--- src/rtl/bank_reg_ctrl_pkg.sv ---
// bank_reg_ctrl_pkg: shared state encodings, register map and default keys for the bank register controller.
package bank_reg_ctrl_pkg;
    typedef enum logic [1:0] {
        ST_LOCKED   = 2'd0,
        ST_KEY1_OK  = 2'd1,
        ST_UNLOCKED = 2'd2
    } state_e;

    localparam logic [1:0] REG_KEY     = 2'd0;
    localparam logic [1:0] REG_BANK_LO = 2'd1;
    localparam logic [1:0] REG_BANK_HI = 2'd2;
    localparam logic [1:0] REG_CTRL    = 2'd3;

    localparam int CTRL_COMMIT = 0;
    localparam int CTRL_RELOCK = 7;

    localparam logic [7:0] DEF_KEY1 = 8'h55;
    localparam logic [7:0] DEF_KEY2 = 8'hAA;
endpackage

--- src/rtl/bank_reg_ctrl_if.sv ---
// bank_reg_ctrl_if: CPU write port and bank register outputs of the bank register controller.
interface bank_reg_ctrl_if #(
    parameter int BANK_WIDTH = 9
);
    logic                  we;
    logic [1:0]            addr;
    logic [7:0]            data_in;
    logic                  bank_en;
    logic [BANK_WIDTH-1:0] bank_d;
    logic                  locked;
    logic                  unlock_err;

    modport master (
        output we, addr, data_in,
        input  bank_en, bank_d, locked, unlock_err
    );

    modport slave (
        input  we, addr, data_in,
        output bank_en, bank_d, locked, unlock_err
    );
endinterface

--- src/rtl/bank_reg_ctrl_key_timeout.sv ---
// key_timeout: counts idle cycles between the two unlock key bytes; expired flags the last allowed cycle.
module key_timeout #(
    parameter int TIMEOUT = 16
) (
    input  logic clock,
    input  logic reset_n,
    input  logic clear,
    input  logic run,
    output logic expired
);
    localparam int CW = $clog2(TIMEOUT);

    logic [CW-1:0] cnt_q;

    assign expired = cnt_q == CW'(TIMEOUT - 1);

    always_ff @(negedge clock) begin
        if (!reset_n || clear) begin
            cnt_q <= '0;
        end else if (run) begin
            cnt_q <= cnt_q + 1'b1;
        end
    end
endmodule

--- src/rtl/bank_reg_ctrl.sv ---
// bank_reg_ctrl: key-guarded two-byte staging and single-pulse commit of the FLASH bank register.
// Optional BANK_AUTO_RELOCK_EN: every commit also relocks the controller.
module bank_reg_ctrl
    import bank_reg_ctrl_pkg::*;
#(
    parameter int         BANK_WIDTH = 9,
    parameter logic [7:0] KEY1       = DEF_KEY1,
    parameter logic [7:0] KEY2       = DEF_KEY2,
    parameter int         TIMEOUT    = 16,
    parameter int         RESET_BANK = 0
) (
    input logic           clock,
    input logic           reset_n,
    bank_reg_ctrl_if.slave bus
);
    state_e                state_q, state_d;
    logic [BANK_WIDTH-1:0] staged_q, staged_d;
    logic                  bank_en_q, bank_en_d;
    logic                  locked_q;
    logic                  err_q, err_d;
    logic                  expired, key_wr, commit, relock;

    assign key_wr = bus.we && bus.addr == REG_KEY;
    assign commit = bus.we && bus.addr == REG_CTRL && bus.data_in[CTRL_COMMIT];
    assign relock = bus.we && bus.addr == REG_CTRL && bus.data_in[CTRL_RELOCK];

    key_timeout #(.TIMEOUT(TIMEOUT)) u_key_timeout (
        .clock   (clock),
        .reset_n (reset_n),
        .clear   (state_q != ST_KEY1_OK),
        .run     (state_q == ST_KEY1_OK && !bus.we),
        .expired (expired)
    );

    always_comb begin
        state_d   = state_q;
        staged_d  = staged_q;
        err_d     = err_q;
        bank_en_d = 1'b0;
        case (state_q)
            ST_LOCKED: begin
                if (bus.we && !key_wr) err_d = 1'b1;
                if (key_wr && bus.data_in == KEY1) state_d = ST_KEY1_OK;
            end
            ST_KEY1_OK: begin
                // A write on the expiry cycle takes priority over the timeout.
                if (bus.we) begin
                    state_d = (key_wr && bus.data_in == KEY2) ? ST_UNLOCKED : ST_LOCKED;
                    err_d   = !(key_wr && bus.data_in == KEY2);
                end else if (expired) begin
                    state_d = ST_LOCKED;
                end
            end
            ST_UNLOCKED: begin
                if (bus.we && bus.addr == REG_BANK_LO) staged_d[7:0] = bus.data_in;
                if (bus.we && bus.addr == REG_BANK_HI) staged_d[BANK_WIDTH-1:8] = bus.data_in[BANK_WIDTH-9:0];
                bank_en_d = commit;
`ifdef BANK_AUTO_RELOCK_EN
                if (relock || commit) state_d = ST_LOCKED;
`else
                if (relock) state_d = ST_LOCKED;
`endif
            end
            default: state_d = ST_LOCKED;
        endcase
    end

    always_ff @(negedge clock) begin
        if (!reset_n) begin
            state_q   <= ST_LOCKED;
            staged_q  <= BANK_WIDTH'(RESET_BANK);
            bank_en_q <= 1'b0;
            locked_q  <= 1'b1;
            err_q     <= 1'b0;
        end else begin
            state_q   <= state_d;
            staged_q  <= staged_d;
            bank_en_q <= bank_en_d;
            locked_q  <= state_d != ST_UNLOCKED;
            err_q     <= err_d;
        end
    end

    assign bus.bank_en    = bank_en_q;
    assign bus.bank_d     = staged_q;
    assign bus.locked     = locked_q;
    assign bus.unlock_err = err_q;
endmodule

--- src/flat_wrapper.sv ---
// flat-port wrapper written by rule: the top's interface ports become plain ports
module bank_reg_ctrl_flat import bank_reg_ctrl_pkg::*;
#(
    parameter int         BANK_WIDTH = 9,
    parameter logic [7:0] KEY1       = DEF_KEY1,
    parameter logic [7:0] KEY2       = DEF_KEY2,
    parameter int         TIMEOUT    = 16,
    parameter int         RESET_BANK = 0
)
  (clock, reset_n, bus_we, bus_addr, bus_data_in, bus_bank_en, bus_bank_d, bus_locked, bus_unlock_err);
  bank_reg_ctrl_if #(.BANK_WIDTH(BANK_WIDTH)) bus_i ();
  input logic clock;
  input logic reset_n;
  input wire logic [$bits(bus_i.we)-1:0] bus_we;
  input wire logic [$bits(bus_i.addr)-1:0] bus_addr;
  input wire logic [$bits(bus_i.data_in)-1:0] bus_data_in;
  output wire logic [$bits(bus_i.bank_en)-1:0] bus_bank_en;
  output wire logic [$bits(bus_i.bank_d)-1:0] bus_bank_d;
  output wire logic [$bits(bus_i.locked)-1:0] bus_locked;
  output wire logic [$bits(bus_i.unlock_err)-1:0] bus_unlock_err;
  assign bus_i.we = bus_we;
  assign bus_i.addr = bus_addr;
  assign bus_i.data_in = bus_data_in;
  assign bus_bank_en = bus_i.bank_en;
  assign bus_bank_d = bus_i.bank_d;
  assign bus_locked = bus_i.locked;
  assign bus_unlock_err = bus_i.unlock_err;
  bank_reg_ctrl #(.BANK_WIDTH(BANK_WIDTH), .KEY1(KEY1), .KEY2(KEY2), .TIMEOUT(TIMEOUT), .RESET_BANK(RESET_BANK)) u_core (.clock(clock), .reset_n(reset_n), .bus(bus_i));
endmodule
--- config.mk ---
export PLATFORM = sky130hd
export DESIGN_NAME = bank_reg_ctrl_flat
export DESIGN_NICKNAME = d
export VERILOG_FILES = /design/src/rtl/bank_reg_ctrl_pkg.sv /design/src/rtl/bank_reg_ctrl_if.sv /design/src/rtl/bank_reg_ctrl_key_timeout.sv /design/src/rtl/bank_reg_ctrl.sv /design/src/flat_wrapper.sv
export SDC_FILE = /design/constraint.sdc
export NUM_CORES = 1
export LEC_CHECK = 0
export CORE_MARGIN = 5
export CORE_UTILIZATION = 29
export DETAILED_ROUTE_END_ITERATION = 8
export GPL_TIMING_DRIVEN = 0
export PLACE_DENSITY = 0.55
export SLEW_MARGIN = 30
export SYNTH_ARGS = -nofsm -noshare
export SYNTH_HDL_FRONTEND = slang
export SYNTH_SLANG_ARGS = --single-unit
--- constraint.sdc ---
create_clock -name clock -period 1.5 [get_ports clock]
set_input_delay 0.3 -clock clock [delete_from_list [all_inputs] [get_ports clock]]
set_output_delay 0.3 -clock clock [all_outputs]
set_load 0.05 [all_outputs]
==> results of run 1 <==
-- synthesized netlist by cell type --
cell | instances | area [um^2]
dfxtp_1 | 18 | 360.4
nand2_1 | 18 | 67.56
mux2i_1 | 9 | 90.09
nor2_1 | 4 | 15.01
nand3_1 | 3 | 15.01
nor3_1 | 3 | 15.01
a21oi_1 | 2 | 10.01
clkbuf_1 | 2 | 7.510
inv_1 | 2 | 7.510
nand3b_1 | 2 | 15.01
nor3b_1 | 2 | 15.01
o21ai_0 | 2 | 10.01
a31o_1 | 1 | 8.760
a41oi_1 | 1 | 8.760
buf_4 | 1 | 7.510
ha_1 | 1 | 12.51
nand2b_1 | 1 | 6.260
nand4b_1 | 1 | 8.760
nor2b_1 | 1 | 6.260
nor3_4 | 1 | 16.27
nor4_1 | 1 | 6.260
nor4_4 | 1 | 21.27
o21a_1 | 1 | 7.510
o41ai_1 | 1 | 8.760
or2_2 | 1 | 6.260
or3_1 | 1 | 6.260
or3b_1 | 1 | 8.760
or4b_2 | 1 | 10.01
or4b_4 | 1 | 13.76
or4bb_1 | 1 | 11.26
xnor2_1 | 1 | 8.760
xor2_1 | 1 | 8.760
-- sequential cells by signal, summed over array words and instances, names as in the netlist --
| name | flops |
|---|---|
| u_core.u_key_timeout.cnt_q | 4 |
| u_core.bus.unlock_err | 1 |
| u_core.bus.locked | 1 |
| u_core.bus.bank_d | 9 |
| u_core.bus.bank_en | 1 |
| u_core.state_q | 2 |
-- power groups by stage --
stage                     Combinational [W]  Clock (W)  Sequential (W)
final                              0.000117   0.000454        0.000464
after global routing               0.000124   0.000561        0.000462
after CTS                          0.000111   0.000480        0.000464
after detailed placement          0.0000941  0.0000768        0.000472
after global placement            0.0000940  0.0000768        0.000472
after floorplan                   0.0000353  0.0000768        0.000480
-- through the flow --
step | setup TNS, ps | utilization | cells | total power (W) | setup slack [ps]
CTS | -6585 | 0.5085 | 166 | 0.001055 | -439.0
floorplan | -5990 | - | 87 | 0.0005918 | -609.3
finish | -6390 | 0.5245 | 168 | 0.001035 | -414.3
detailed placement | -24210 | 0.4211 | 141 | 0.0006432 | -1236
global route | -7118 | 0.5245 | 168 | 0.001147 | -486.0
global placement | -23970 | 0.4211 | 141 | 0.0006431 | -1199
-- how the worst min path moves through the flow --
stage,from,end,slack (ps),cells past startpoint
after detailed placement,u_core.bus.bank_d[6],u_core.bus.bank_d[6],470,2
after global placement,u_core.bus.bank_d[3],u_core.bus.bank_d[3],470,2
after CTS,u_core.bus.bank_d[8],u_core.bus.bank_d[8],490,2
after global routing,u_core.bus.bank_d[2],u_core.bus.bank_d[2],510,2
after floorplan,u_core.u_key_timeout.cnt_q[3],u_core.u_key_timeout.cnt_q[3],460,2
final,u_core.bus.bank_d[0],u_core.bus.bank_d[0],490,2
-- worst min-delay path: cells and delay by family (launching register included) --
kind | cells | cell delay, ps
flops | 1 | 340
simple gates | 1 | 60
mux | 1 | 50
-- per-layer routing --
layer,track usage,share of wire,up-vias
met4,0.06494,0.0097,0
met2,0.1744,0.48,22
met5,0,0,-
met1,0.1333,0.43,378
li1,-,-,410
met3,0.06394,0.072,5
-- timing repair --
action	CTS	global route
gates resized for setup	137	12
pin swaps	7	5
buffers inserted	4	3
setup endpoints to repair	30	27
-- logic make-up after synthesis --
kind of cell	share of synthesized area
AOI/OAI and AO/OA	0.06556
DFF	0.4390
xor gates and xnor gates	0.02135
and+or+nand+nor	0.3216
buffers and inverters	0.02745
muxes	0.1098
adders and majority gates	0.01524
-- cell type report --
cell class | count | share of cell area
Timing Repair Buffer | 29 | 0.2400
Sequential cell | 18 | 0.2827
Tap cell | 31 | 0.02705
Multi-Input combinational cell | 64 | 0.3482
Buffer | 3 | 0.03316
Inverter | 1 | 0.002618
Clock inverter | 19 | 0.05061
Clock buffer | 3 | 0.01571
==> results.md, run 1 <==
- Outcome: finished, violations left
- Failing checks: negative setup slack
- DRT iter0 DRCs: 10
- CP startpoint kind: flop
- Antenna Cells: 0
- Die X: 63.20 um
- CTS Root Cell: clkbuf_4
- RSZ-0062 raised after global routing: yes
- Worst slew margin: 0.8129
- VDD IR max: 0.6702 mV
- Avg Inst Size Synth: 9.434 um^2
- Detail Route Antenna Nets: 0
- Hold-fix buffers, CTS: 0
- Final Hold Fails: 0
- Mapped cell area: 820.8 um^2
- Routed WL: 2.164 mm
- Post-synthesis cell type count: 32
- Crit-path cells: buf_8
- Max_cap viols: 0
- Final nets: 152
- Row cnt: 19
- Worst r2r src: u_core.state_q[1]
- Commonest non-fill, non-tap cell in the layout: inv_1
- Detailed Routing Iterations Pass 1: 4
- Height of the die: 63.20 um
- Flop pwr share: 0.448
- Final hold slack: 490.8 ps
- Port Buffers: 23
- Worst path depth: 1
- Pleak: 0.6178 nW
- Power Density: 721.6 nW/um^2
- Vias per cell: 4.851
- Fin Clk Skew: 23.03 ps
- Vias in the first global route: 880
- R2R cell count: 3
- Critical path fanouts, max: 2
- Register area: 405.4 um^2
- Final Max Tran Viols: 0
- WP buf/inv: 1
- DP Area: 1151 um^2
- Clock Sinks: 18
- Setup-failing EPs final: 18
- Starting density of the core: 0.3002
- Synth warn: 0
- Die ar.: 3994 um^2
- Initial antenna violation count: 0
- Critical Path Source: u_core.bus.bank_d[5]
- Core ar.: 2734 um^2
- Synthesis-stage register bit count: 18
- CP required: 1200 ps
- WP data arrival: 1610 ps
- Internal power: 0.0006829 W
- Multi-input logic area: 499.2 um^2
- Final WS setup: -414.3 ps
- Combinational fraction of design power: 0.113
- Grt total ovfl: 0
- Worst-path clk slew: 60 ps
- Final-layout fill cell count: 254
- GP Congestion: 0.6675
- CP endpoint: bus_bank_d[5]
- First-pass GRT wire length: 3.774 mm
- R2R Path End: u_core.bus.locked
- CTS Buffer Depth: 2
- Gr usage total: 0.1175
- Synth Net Count: 101
- Critical Path Max Stage Delay: 350 ps
- Final instance area: 1434 um^2
- Crit path capture type: primary output
- Mapped Cells: 87
- Area Growth Syn to Fin: 74.70%
- Share of post-route cells with drive strength above 1: 0.4015
- Commonest non-fill, non-tap cells in the layout: inv_1, nand2_1, buf_8, dfxtp_4, mux2i_1
- H-tree levels: 1
- Crit path kind: flop to primary output
- Drt wl/cell: 12.88 um
- Post-DP HPWL: 1.459 mm
- DRC Markers: 0
- Largest net degree at the start of global routing: 11
- Delay-heaviest family, CP: flip-flops
- Slew at the pin closest to its max-slew limit: 278.5 ps
- Slowest stage cell, crit path: dfxtp_4
- IO Pins: 25
- Cts bufs inserted: 3
- Psw: 0.0003518 W
- Via Count: 815
- Sequential share of the synthesized area: 0.4390
- Switching share of power: 0.3400
- Clk network pwr share: 0.439
- Hold Path Class: flop to flop
- Clock Latency Late Sink: 370 ps
- CTS tree: yes
- R2R Setup Slk: 50 ps
Note: power is estimated with default switching activity, not from simulation.
==> run 2: changes to the inputs <==
- REMOVE_ABC_BUFFERS: unset -> 1
==> run 2 against run 1 <==
  * Global-route usage rose by 0.76 points
  * The flow still finishes with violations (negative setup slack)
  * Total power is 2.5% higher
  * Sequential cell count stayed put
  * Largest cell class unchanged
  * Non-clock buffer count grew 6
  * Die area stayed put
  * Hold slack got worse by 12 ps
  * Critical path type unchanged
  * Clock skew decreased by 8.6 ps
  * Largest power group unchanged
  * Cell count rose by 3.6%
  * Clock-buffer cell count is the same
==> results.md, run 2 (synthesized netlist as in run 1, its figures left out) <==
- Critical Path Max Stage Delay: 350 ps
- Vias in the first global route: 941
- Sum of negative setup slack: -6328 ps
- VDD IR max: 0.5095 mV
- Height of the die: 63.20 um
- DRC Markers: 0
- Final nets: 158
- Worst r2r src: u_core.state_q[1]
- Critical path fanouts, max: 2
- Area Growth Syn to Fin: 71.80%
- Setup-failing EPs final: 17
- Hold Path Class: flop to flop
- WP data arrival: 1620 ps
- Met3 GRT Util: 0.05329
- IO Pins: 25
- Largest register FFs: 9
- Routed WL: 2.451 mm
- Max_cap viols: 0
- Grt total ovfl: 0
- Worst slew margin: 0.7474
- CTS Root Cell: clkbuf_4
- Largest net degree at the start of global routing: 23
- Vias per cell: 4.943
- Port Buffers: 24
- Commonest non-fill, non-tap cell in the layout: inv_1
- Worst-path clk slew: 50 ps
- Post-DP HPWL: 1.420 mm
- DRT iter0 DRCs: 38
- WP buf/inv: 1
- R2R cell count: 3
- CP required: 1200 ps
- Via Count: 860
- Power, Total: 0.001061 W
- Antenna Cells: 0
- Failing checks: negative setup slack
- Met1 usage: 0.1317
- Clock Latency Late Sink: 370 ps
- Crit path kind: flop to primary output
- CP startpoint kind: flop
- Starting density of the core: 0.3002
- Final Max Tran Viols: 0
- RSZ-0062 raised after global routing: yes
- Share of post-route cells with drive strength above 1: 0.4545
- CTS tree: yes
- Pre-CTS setup slack: -1371 ps
- R2R Path End: u_core.bus.locked
- Cts bufs inserted: 3
- Clock Sinks: 18
- Detail Route Antenna Nets: 0
- Die ar.: 3994 um^2
- First-pass GRT wire length: 4.050 mm
- Drt wl/cell: 14.09 um
- CTS Buffer Depth: 2
- Slowest stage cell, crit path: dfxtp_2
- Hold Path End: u_core.bus.bank_d[1]
- GR Util met2: 0.2026
- GP Congestion: 0.7406
- Delay-heaviest family, CP: flip-flops
- Crit-path cells: buf_8
- Outcome: finished, violations left
- R2R Setup Slk: 10 ps
- Crit path capture type: primary output
- H-tree levels: 1
- Slew at the pin closest to its max-slew limit: 374.0 ps
- Gr usage total: 0.1251
- HP Start: u_core.bus.bank_d[1]
- Initial antenna violation count: 0
- Core ar.: 2734 um^2
- WHS Path Cells: 2
- Commonest non-fill, non-tap cells in the layout: inv_1, nand2_1, buf_8, dfxtp_2
- Fin Clk Skew: 14.46 ps
- Busiest metal layer after global routing: met2
- Final Hold Fails: 0
- Final WS setup: -419.3 ps
- Detailed Routing Iterations Pass 1: 4
- Row cnt: 19
- Power Density: 752.1 nW/um^2
- Pleak: 0.6247 nW
- Die X: 63.20 um
- Hold-fix buffers, CTS: 0
## run 2: cell types whose count changed in the layout (fill, tap and decap cells not counted), moves of 2 or more
| cell | change |
|---|---|
| buf_2 | +4 |
| buf_4 | +5 |
| buf_6 | +5 |
| clkbuf_8 | -2 |
| clkdlybuf4s15_1 | -2 |
| dfxtp_2 | +12 |
| dfxtp_4 | -12 |
## run 2: power by group
part	switching, W	internal, W	leakage, nW	total (W)
clock	0.000291	0.000160	0.110	0.000451
sequential	0.00000185	0.000483	0.150	0.000485
combinational	0.0000593	0.0000658	0.365	0.000125
total	0.000352	0.000708	0.625	0.00106
## run 2: metrics by stage
step / util / hold WS (ps) / instances / instance area [um^2]
2_1_floorplan: - / 458.4 / 84 / 805.8
3_3_place_gp: 0.3968 / 456.3 / 139 / 1085
3_5_place_dp: 0.3968 / 459.5 / 139 / 1085
4_1_cts: 0.4957 / 469.6 / 169 / 1355
5_1_grt: 0.5158 / 494.1 / 174 / 1410
6_report: 0.5158 / 479.2 / 174 / 1410
## run 2: worst min-delay path, delay by kind of cell (launching register included)
kind          cells  cell delay (ps)
flops             1              320
simple gates      1               60
mux               1               50
## run 2: cell type report
type	count	area [um^2]
Fill cell	260	1324
Multi-Input combinational cell	64	481.7
Timing Repair Buffer	38	415.4
Sequential cell	18	375.4
Clock inverter	19	72.57
Tap cell	31	38.79
Clock buffer	3	22.52
Inverter	1	3.754
## run 2: worst max path at each step
| stage | start | cells past startpoint | endpoint |
|---|---|---|---|
| after floorplan | bus_addr[0] | 3 | u_core.bus.locked |
| after global placement | bus_we | 4 | u_core.bus.locked |
| after detailed placement | reset_n | 4 | u_core.state_q[0] |
| after CTS | u_core.bus.bank_d[6] | 1 | bus_bank_d[6] |
| after global routing | u_core.bus.bank_d[0] | 1 | bus_bank_d[0] |
| final | u_core.bus.bank_d[0] | 1 | bus_bank_d[0] |
## run 2: what timing repair did
| item | CTS | global route |
|---|---|---|
| setup endpoints to repair | 30 | 26 |
| pin swaps | 13 | 4 |
| buffers inserted | 9 | 6 |
| resized for setup | 176 | 8 |
## run 2: per-layer routing
metal	share of wire	up-vias
met1	0.41	416
met2	0.53	24
met3	0.047	2
li1	-	418
met5	0	-
met4	0.0045	0
